[config.mk]
export PLATFORM = sky130hd
export DESIGN_NAME = multicycle_control
export DESIGN_NICKNAME = d
export VERILOG_FILES = /design/src/rtl/mips_pkg.sv /design/src/rtl/multicycle_control.sv
export SDC_FILE = /design/constraint.sdc
export NUM_CORES = 1
export LEC_CHECK = 0
export CAP_MARGIN = 20
export CORE_MARGIN = 4
export CORE_UTILIZATION = 37
export CTS_BUF_LIST = sky130_fd_sc_hd__clkbuf_8
export CTS_CLUSTER_DIAMETER = 50
export DETAILED_ROUTE_END_ITERATION = 7
export PLACE_DENSITY_LB_ADDON = 0.25
export SYNTH_ARGS = -nofsm -noshare
export SYNTH_HDL_FRONTEND = slang
export SYNTH_SLANG_ARGS = --single-unit
[constraint.sdc]
create_clock -name clk -period 1.4 [get_ports clk]
set_input_delay 0.42 -clock clk [delete_from_list [all_inputs] [get_ports clk]]
set_output_delay 0.42 -clock clk [all_outputs]
set_load 0.01 [all_outputs]
[src/rtl/mips_pkg.sv]
// -----------------------------------------------------------------------------
// mips_pkg -- constants shared by the multicycle MIPS controller and datapath.
//
// Contents:
//   S_*      4-bit state codes of the multicycle control FSM
//   OP_*     6-bit primary opcodes (inst[31:26]) the machine supports
//   ALU_*    ALUOp codes       (add / sub / funct-decoded)
//   SRCB_*   ALUSrcB mux codes (B / 4 / sign-extended imm / imm<<2)
//   PCSRC_*  PCSource mux codes (ALU / ALUOut / jump target)
//   ctrl_t   bundle of every control output, decoded once per state
//   is_legal_opcode()  true for the opcodes the FSM can execute
// -----------------------------------------------------------------------------
package mips_pkg;

    // FSM state encoding
    localparam logic [3:0] S_FETCH     = 4'd0;
    localparam logic [3:0] S_DECODE    = 4'd1;
    localparam logic [3:0] S_MEM_ADDR  = 4'd2;
    localparam logic [3:0] S_MEM_READ  = 4'd3;
    localparam logic [3:0] S_MEM_WB    = 4'd4;
    localparam logic [3:0] S_MEM_WRITE = 4'd5;
    localparam logic [3:0] S_EXECUTE   = 4'd6;
    localparam logic [3:0] S_R_WB      = 4'd7;
    localparam logic [3:0] S_BRANCH    = 4'd8;
    localparam logic [3:0] S_JUMP      = 4'd9;
    localparam logic [3:0] S_ADDI_EX   = 4'd10;
    localparam logic [3:0] S_ADDI_WB   = 4'd11;

    // Primary opcodes
    localparam logic [5:0] OP_RTYPE = 6'h00;
    localparam logic [5:0] OP_J     = 6'h02;
    localparam logic [5:0] OP_BEQ   = 6'h04;
    localparam logic [5:0] OP_ADDI  = 6'h08;
    localparam logic [5:0] OP_LW    = 6'h23;
    localparam logic [5:0] OP_SW    = 6'h2B;

    // ALUOp codes
    localparam logic [1:0] ALU_ADD   = 2'b00;
    localparam logic [1:0] ALU_SUB   = 2'b01;
    localparam logic [1:0] ALU_FUNCT = 2'b10;

    // ALUSrcB mux codes
    localparam logic [1:0] SRCB_B      = 2'b00;
    localparam logic [1:0] SRCB_FOUR   = 2'b01;
    localparam logic [1:0] SRCB_IMM    = 2'b10;
    localparam logic [1:0] SRCB_IMM_SH = 2'b11;

    // PCSource mux codes
    localparam logic [1:0] PCSRC_ALU    = 2'b00;
    localparam logic [1:0] PCSRC_ALUOUT = 2'b01;
    localparam logic [1:0] PCSRC_JUMP   = 2'b10;

    typedef struct packed {
        logic       pc_write;
        logic       pc_write_cond;
        logic       i_or_d;
        logic       mem_read;
        logic       mem_write;
        logic       ir_write;
        logic       mem_to_reg;
        logic       reg_dst;
        logic       reg_write;
        logic       alu_src_a;
        logic [1:0] alu_src_b;
        logic [1:0] alu_op;
        logic [1:0] pc_source;
        logic       inst_done;
        logic       illegal_op;
    } ctrl_t;

    function automatic logic is_legal_opcode(input logic [5:0] op);
        return (op == OP_RTYPE) || (op == OP_J)  || (op == OP_BEQ) ||
               (op == OP_ADDI)  || (op == OP_LW) || (op == OP_SW);
    endfunction

endpackage

[src/rtl/multicycle_control.sv]
// -----------------------------------------------------------------------------
// multicycle_control -- control FSM of a multicycle MIPS subset
// (R-type, lw, sw, beq, j, addi).
//
// Ports:
//   clk, rst          clock; synchronous active-high reset
//   opcode[5:0]       inst[31:26] from the instruction register
//   mem_ready         memory finishes the current access this cycle
//   PCWrite .. PCSource  datapath control (see mips_pkg for mux codes)
//   inst_done         pulse on the last cycle of every legal instruction
//   illegal_op        pulse in DECODE for an unsupported opcode
//   state[3:0]        current state code (debug)
//
// Structure: one state register, a combinational next-state block and a
// combinational output decode. Outputs are Moore-style except the
// mem_ready-qualified strobes in FETCH and MEM_WRITE.
// -----------------------------------------------------------------------------
module multicycle_control
    import mips_pkg::*;
(
    input  logic       clk,
    input  logic       rst,
    input  logic [5:0] opcode,
    input  logic       mem_ready,
    output logic       PCWrite,
    output logic       PCWriteCond,
    output logic       IorD,
    output logic       MemRead,
    output logic       MemWrite,
    output logic       IRWrite,
    output logic       MemToReg,
    output logic       RegDst,
    output logic       RegWrite,
    output logic       ALUSrcA,
    output logic [1:0] ALUSrcB,
    output logic [1:0] ALUOp,
    output logic [1:0] PCSource,
    output logic       inst_done,
    output logic       illegal_op,
    output logic [3:0] state
);

    logic [3:0] state_q;
    logic [3:0] state_d;
    ctrl_t      ctrl;

    // NOTE: sequential state uses non-blocking assignment so every flop
    // samples pre-edge values regardless of block ordering.
    always_ff @(posedge clk) begin
        if (rst) state_q <= S_FETCH;
        else     state_q <= state_d;
    end

    // Next-state logic
    always_comb begin
        // NOTE: default assignment first, so no path through the case
        // leaves state_d unassigned and infers a latch.
        state_d = state_q;
        unique case (state_q)
            S_FETCH:     if (mem_ready) state_d = S_DECODE;
            S_DECODE: begin
                unique case (opcode)
                    OP_LW, OP_SW: state_d = S_MEM_ADDR;
                    OP_RTYPE:     state_d = S_EXECUTE;
                    OP_BEQ:       state_d = S_BRANCH;
                    OP_J:         state_d = S_JUMP;
                    OP_ADDI:      state_d = S_ADDI_EX;
                    default:      state_d = S_FETCH;   // illegal: acts as nop
                endcase
            end
            // Only lw/sw reach here; anything other than sw is treated as a load.
            S_MEM_ADDR:  state_d = (opcode == OP_SW) ? S_MEM_WRITE : S_MEM_READ;
            S_MEM_READ:  if (mem_ready) state_d = S_MEM_WB;
            S_MEM_WRITE: if (mem_ready) state_d = S_FETCH;
            S_EXECUTE:   state_d = S_R_WB;
            S_ADDI_EX:   state_d = S_ADDI_WB;
            S_MEM_WB, S_R_WB, S_BRANCH, S_JUMP, S_ADDI_WB:
                         state_d = S_FETCH;
            default:     state_d = S_FETCH;            // unused codes recover
        endcase
    end

    // Output decode; everything not named for a state stays 0.
    always_comb begin
        ctrl = '0;
        unique case (state_q)
            S_FETCH: begin
                ctrl.mem_read  = 1'b1;
                ctrl.alu_src_b = SRCB_FOUR;
                ctrl.alu_op    = ALU_ADD;
                ctrl.pc_source = PCSRC_ALU;
                ctrl.ir_write  = mem_ready;
                ctrl.pc_write  = mem_ready;
            end
            S_DECODE: begin
                ctrl.alu_src_b  = SRCB_IMM_SH;   // precompute branch target
                ctrl.alu_op     = ALU_ADD;
                ctrl.illegal_op = !is_legal_opcode(opcode);
            end
            S_MEM_ADDR, S_ADDI_EX: begin
                ctrl.alu_src_a = 1'b1;
                ctrl.alu_src_b = SRCB_IMM;
                ctrl.alu_op    = ALU_ADD;
            end
            S_MEM_READ: begin
                ctrl.mem_read = 1'b1;
                ctrl.i_or_d   = 1'b1;
            end
            S_MEM_WB: begin
                ctrl.reg_write  = 1'b1;
                ctrl.mem_to_reg = 1'b1;
                ctrl.inst_done  = 1'b1;
            end
            S_MEM_WRITE: begin
                ctrl.mem_write = 1'b1;
                ctrl.i_or_d    = 1'b1;
                ctrl.inst_done = mem_ready;
            end
            S_EXECUTE: begin
                ctrl.alu_src_a = 1'b1;
                ctrl.alu_src_b = SRCB_B;
                ctrl.alu_op    = ALU_FUNCT;
            end
            S_R_WB: begin
                ctrl.reg_write = 1'b1;
                ctrl.reg_dst   = 1'b1;
                ctrl.inst_done = 1'b1;
            end
            S_BRANCH: begin
                ctrl.alu_src_a     = 1'b1;
                ctrl.alu_src_b     = SRCB_B;
                ctrl.alu_op        = ALU_SUB;
                ctrl.pc_write_cond = 1'b1;
                ctrl.pc_source     = PCSRC_ALUOUT;
                ctrl.inst_done     = 1'b1;
            end
            S_JUMP: begin
                ctrl.pc_write  = 1'b1;
                ctrl.pc_source = PCSRC_JUMP;
                ctrl.inst_done = 1'b1;
            end
            S_ADDI_WB: begin
                ctrl.reg_write = 1'b1;
                ctrl.inst_done = 1'b1;
            end
            default: ctrl = '0;
        endcase
        // Reset silences the datapath immediately, even mid-access.
        if (rst) ctrl = '0;
    end

    assign PCWrite     = ctrl.pc_write;
    assign PCWriteCond = ctrl.pc_write_cond;
    assign IorD        = ctrl.i_or_d;
    assign MemRead     = ctrl.mem_read;
    assign MemWrite    = ctrl.mem_write;
    assign IRWrite     = ctrl.ir_write;
    assign MemToReg    = ctrl.mem_to_reg;
    assign RegDst      = ctrl.reg_dst;
    assign RegWrite    = ctrl.reg_write;
    assign ALUSrcA     = ctrl.alu_src_a;
    assign ALUSrcB     = ctrl.alu_src_b;
    assign ALUOp       = ctrl.alu_op;
    assign PCSource    = ctrl.pc_source;
    assign inst_done   = ctrl.inst_done;
    assign illegal_op  = ctrl.illegal_op;
    assign state       = state_q;

endmodule
==> results of run 1 <==
-- cell usage after synthesis, types with 3 or more instances --
library cell and number:
a21oi_1 3, and3_1 3, buf_2 4, buf_4 4, dfxtp_1 4, inv_1 3
nand2_1 4, nand2b_1 4, nor2_1 5, nor3_1 7, nor4_1 8, o21ai_0 7
-- cell families after synthesis --
kind of cell             count (synthesis)  synth area share
adder cells (fa/ha/maj)                  1            0.0158
AO/OA/AOI/OAI                           21             0.227
buffers and inverters                   12             0.103
XOR/XNOR                                 3            0.0415
AND/OR/NAND/NOR                         45             0.486
flip-flops                               4             0.126
-- through the flow --
stage                     setup TNS [ns]  cells  hold WS [ns]   util  worst slack [ns]
after detailed placement          -22.19    148         0.766  0.820             -1.35
after global placement            -21.03    148         0.743  0.820             -1.17
after floorplan                   -0.872     86         0.636      -            -0.199
==> summary.md, run 1 <==
| Metric | Value |
|---|---|
| Outcome | stopped before the end |
| Fail Step | clock tree synthesis |
| Tool error | [ERROR DPL-0038] Utilization greater than 100%, impossible to legalize |
| Top Ports | 31 |
| CTS root buf | clkbuf_8 |
| # H-tree levels | 1 |
| Dpl hpwl | 1990 µm |
| Routability cong. | 0.864 |
| Post-cts resize count | 177 |
| IO buf count | 30 |
| Clk buf depth | 2 |
| Die width | 49.4 µm |
| Top cells by area, synth | dfxtp_1, nor4_1, nor4_4 |
| #FFs+latches synth | 4 |
| CTS buffer count | 3 |
| Hold_buf cts | 0 |
| Synthesized area | 633 µm² |
| Die height | 49.4 µm |
| Number of synthesized flops with an enable pin | 0 |
| Initial core utilization | 0.406 |
| Post-CTS Setup Inserts | 27 |
| Post-synth top area cell | dfxtp_1 |
| Register area share after synthesis | 0.126 |
| Syn Inst Count | 86 |
| Row cnt | 14 |
| Syn Area/Cell | 7.36 µm² |
| Post-synth top area share | 0.126 |
| Warnings from Yosys | 0 |
| Syn nets | 95 |
| Clock sink count | 4 |
| FFs w/ async S/R, synth | 0 |
| Top FF cell, synth | dfxtp_1 |
| Placed instance area | 1280 µm² |
| Distinct cells, synth | 34 |
==> run 2: changes to the inputs <==
CORE_AREA = 4 4 65 67   (was unset)
CORE_MARGIN = unset   (was 4)
CORE_UTILIZATION = unset   (was 37)
CTS_BUF_LIST = unset   (was sky130_fd_sc_hd__clkbuf_8)
CTS_CLUSTER_DIAMETER = unset   (was 50)
DIE_AREA = 0 0 69 71   (was unset)
PLACE_DENSITY_LB_ADDON = 0.15   (was 0.25)
clock period = 1.82 ns   (was 1.4 ns; I/O delays follow)
==> summary.md, run 2 <==
| Metric | Value |
|---|---|
| Critical Path End Type | output pin |
| Pin count of the biggest net entering global routing | 23 |
| Max FO, Critical Path | 3 |
| Syn Inst Count | 86 |
| Drt total wl | 2880 µm |
| Arr. time, crit path | 1.52 ns |
| Tcrit/Tclk final | 1.14 |
| Max-slew headroom | 0.777 |
| Final setup vio count | 9 |
| Share of cells above drive strength 1 | 0.691 |
| Reg2Reg Launch Point | state[1] |
| Die ar. | 4900 µm² |
| First-pass GRT wire length | 4570 µm |
| ANT nets after route | 0 |
| RSZ-0062 raised after global routing | true |
| Core Region | 3630 µm² |
| Vias in the first global route | 941 |
| GRT overflow | 0 |
| Setup ws final | -0.250 ns |
| Post-synth top area cell | dfxtp_1 |
| Most frequent cells in the layout | buf_4, buf_2, buf_6 |
| CP required | 1.27 ns |
| Warnings from Yosys | 0 |
| Hold path cells | 3 |
| Distinct cells, synth | 34 |
| Antenna fix cells | 0 |
| Top FF cell, synth | dfxtp_1 |
| Failing checks | negative setup slack |
| Adder-cell share of the synthesized area | 0.0158 |
| Die height | 71 µm |
| Hold Path Class | primary input to flop |
| Reg2Reg Depth | 7 |
| DR pass1 iterations | 7 |
| Maximum clock frequency | 0.483 GHz |
| Worst Max-Slew Pin Slew | 0.331 ns |
| Setup crit start kind | primary input |
| IO buf count | 30 |
| Reg-to-reg slack, setup | 0.27 ns |
| Reg2reg end | state[0] |
| Top cells by count, synth | nor4_1, nor3_1, o21ai_0, nor2_1 |
| Clock skew | 0.00318 ns |
| Final setup TNS | -0.836 ns |
| Post-synth top area share | 0.126 |
| Clk buf depth | 2 |
| Clock-pin slew on the worst setup and hold paths | 0.03 ns |
| Top cells by area, synth | dfxtp_1, nor4_1, nor4_4 |
| Clock sink count | 4 |
| Pleak | 0.671 nW |
| # H-tree levels | 1 |
| Max VDD drop | 0.171 mV |
| Row cnt | 22 |
| Period minus WS final | 2.07 ns |
| Simple-Gate Fraction of Synth Area | 0.486 |
| Min-Delay Endpoint | state[0] |
| Initial antenna violation count | 0 |
| Dpl hpwl | 1840 µm |
| Overall Global Routing Usage | 0.112 |
| Compound-Gate Fraction of Synth Area | 0.227 |
| Pwr dens | 327 nW/µm² |
| Top-count cell post-synth | nor4_1 |
| Wire per inst | 14.4 µm |
| Worst-skew pair later-pin latency | 0.22 ns |
| Nets | 163 |
| Die width | 69 µm |
| #FFs+latches synth | 4 |
| Flip-flop count of the largest register, all copies and words added | 4 |
| Via density | 4.62 |
| Most common cell after layout, fill and taps aside | buf_4 |
| XOR/XNOR share of the synthesized area | 0.0415 |
| CTS tree | done |
| Max_cap viols | 0 |
| Slew Limit Fails | 0 |
| Crit Path Class | primary input to output pin |
| Synth-to-Final Area Change | 133% |
| Layout Utilization | 0.407 |
| Syn nets | 95 |
| Residual DRC count | 0 |
| Syn Area/Cell | 7.36 µm² |
| Hold_sp | mem_ready |
| Number of DRC markers in iteration 0 | 24 |
| FFs w/ async S/R, synth | 0 |
| Hold_buf cts | 0 |
| CTS root buf | clkbuf_8 |
| Multiplexer share of the synthesized area | 0 |
| Top Ports | 31 |
| Via count | 923 |
| Synthesized area | 633 µm² |
| CTS buffer count | 3 |
| Register area share after synthesis | 0.126 |
| Outcome | finished, violations left |
| Largest family of logic cells by synthesized area | simple AND/OR/NAND/NOR gates |
| Initial core utilization | 0.174 |
| Final Hold Fails | 0 |
| Number of synthesized flops with an enable pin | 0 |
| Routability cong. | 0.818 |
## run 2: where the power goes
part	internal [mW]	switching [mW]	total [mW]
combinational	0.110	0.0914	0.202
clock	0.141	0.0452	0.186
sequential	0.0885	0.00636	0.0949
total	0.340	0.143	0.483
## run 2: logic make-up (layout without fill, tap and decap cells)
family	Yosys count	in the layout
DFF	4	4
xor gates and xnor gates	3	3
and+or+nand+nor	45	45
adders and majority gates	1	1
AOI/OAI and AO/OA	21	21
buffers and inverters	12	78
## run 2: critical path, cell delays in order
cell and delay, ns:
buf_8 0.10, xor2_1 0.14, o21ai_1 0.15, nor4_2 0.07, a2111oi_2 0.33, buf_2 0.19
## run 2: worst max path at each step
stage,from,depth (start not counted),end,slack [ns]
after floorplan,state[3],4,PCSource[0],-0.02
after global placement,opcode[1],6,illegal_op,-1.07
after detailed placement,opcode[1],6,illegal_op,-1.05
after CTS,opcode[0],5,illegal_op,-0.32
after global routing,opcode[2],6,illegal_op,-0.33
final,opcode[2],6,illegal_op,-0.25
## run 2: layout make-up
class / count / area, µm²
Fill cell: 390 / 2160
Multi-Input combinational cell: 70 / 652
Timing Repair Buffer: 72 / 621
Sequential cell: 4 / 92.6
Tap cell: 48 / 60.1
Clock buffer: 3 / 41.3
Inverter: 3 / 11.3
## run 2: routing by layer
layer | vias up | wire, µm | GRT usage
li1 | 458 | - | -
met1 | 432 | 1160 | 0.124
met2 | 29 | 1560 | 0.213
met3 | 4 | 126 | 0.0256
met4 | 0 | 33 | 0.0282
met5 | - | 0 | 0
## run 2: repair_timing
| action | in CTS | in global routing |
|---|---|---|
| gates resized for setup | 153 | 27 |
| pin swaps | 13 | 11 |
| buffers inserted | 13 | 5 |
| setup endpoints to repair | 24 | 19 |
| cloned | 2 | 0 |
## run 2: metrics by stage
stage	power (mW)	setup slack (ns)	instance area (µm²)	hold WS, ns	std cells
floorplan	0.162	-0.0208	639	0.722	86
finish	0.483	-0.250	1480	0.770	200
global placement	0.259	-1.07	1130	0.834	180
detailed placement	0.259	-1.05	1130	0.837	180
CTS	0.469	-0.318	1380	0.738	197
global route	0.508	-0.327	1480	0.771	200
(Power assumes the default switching activity.)
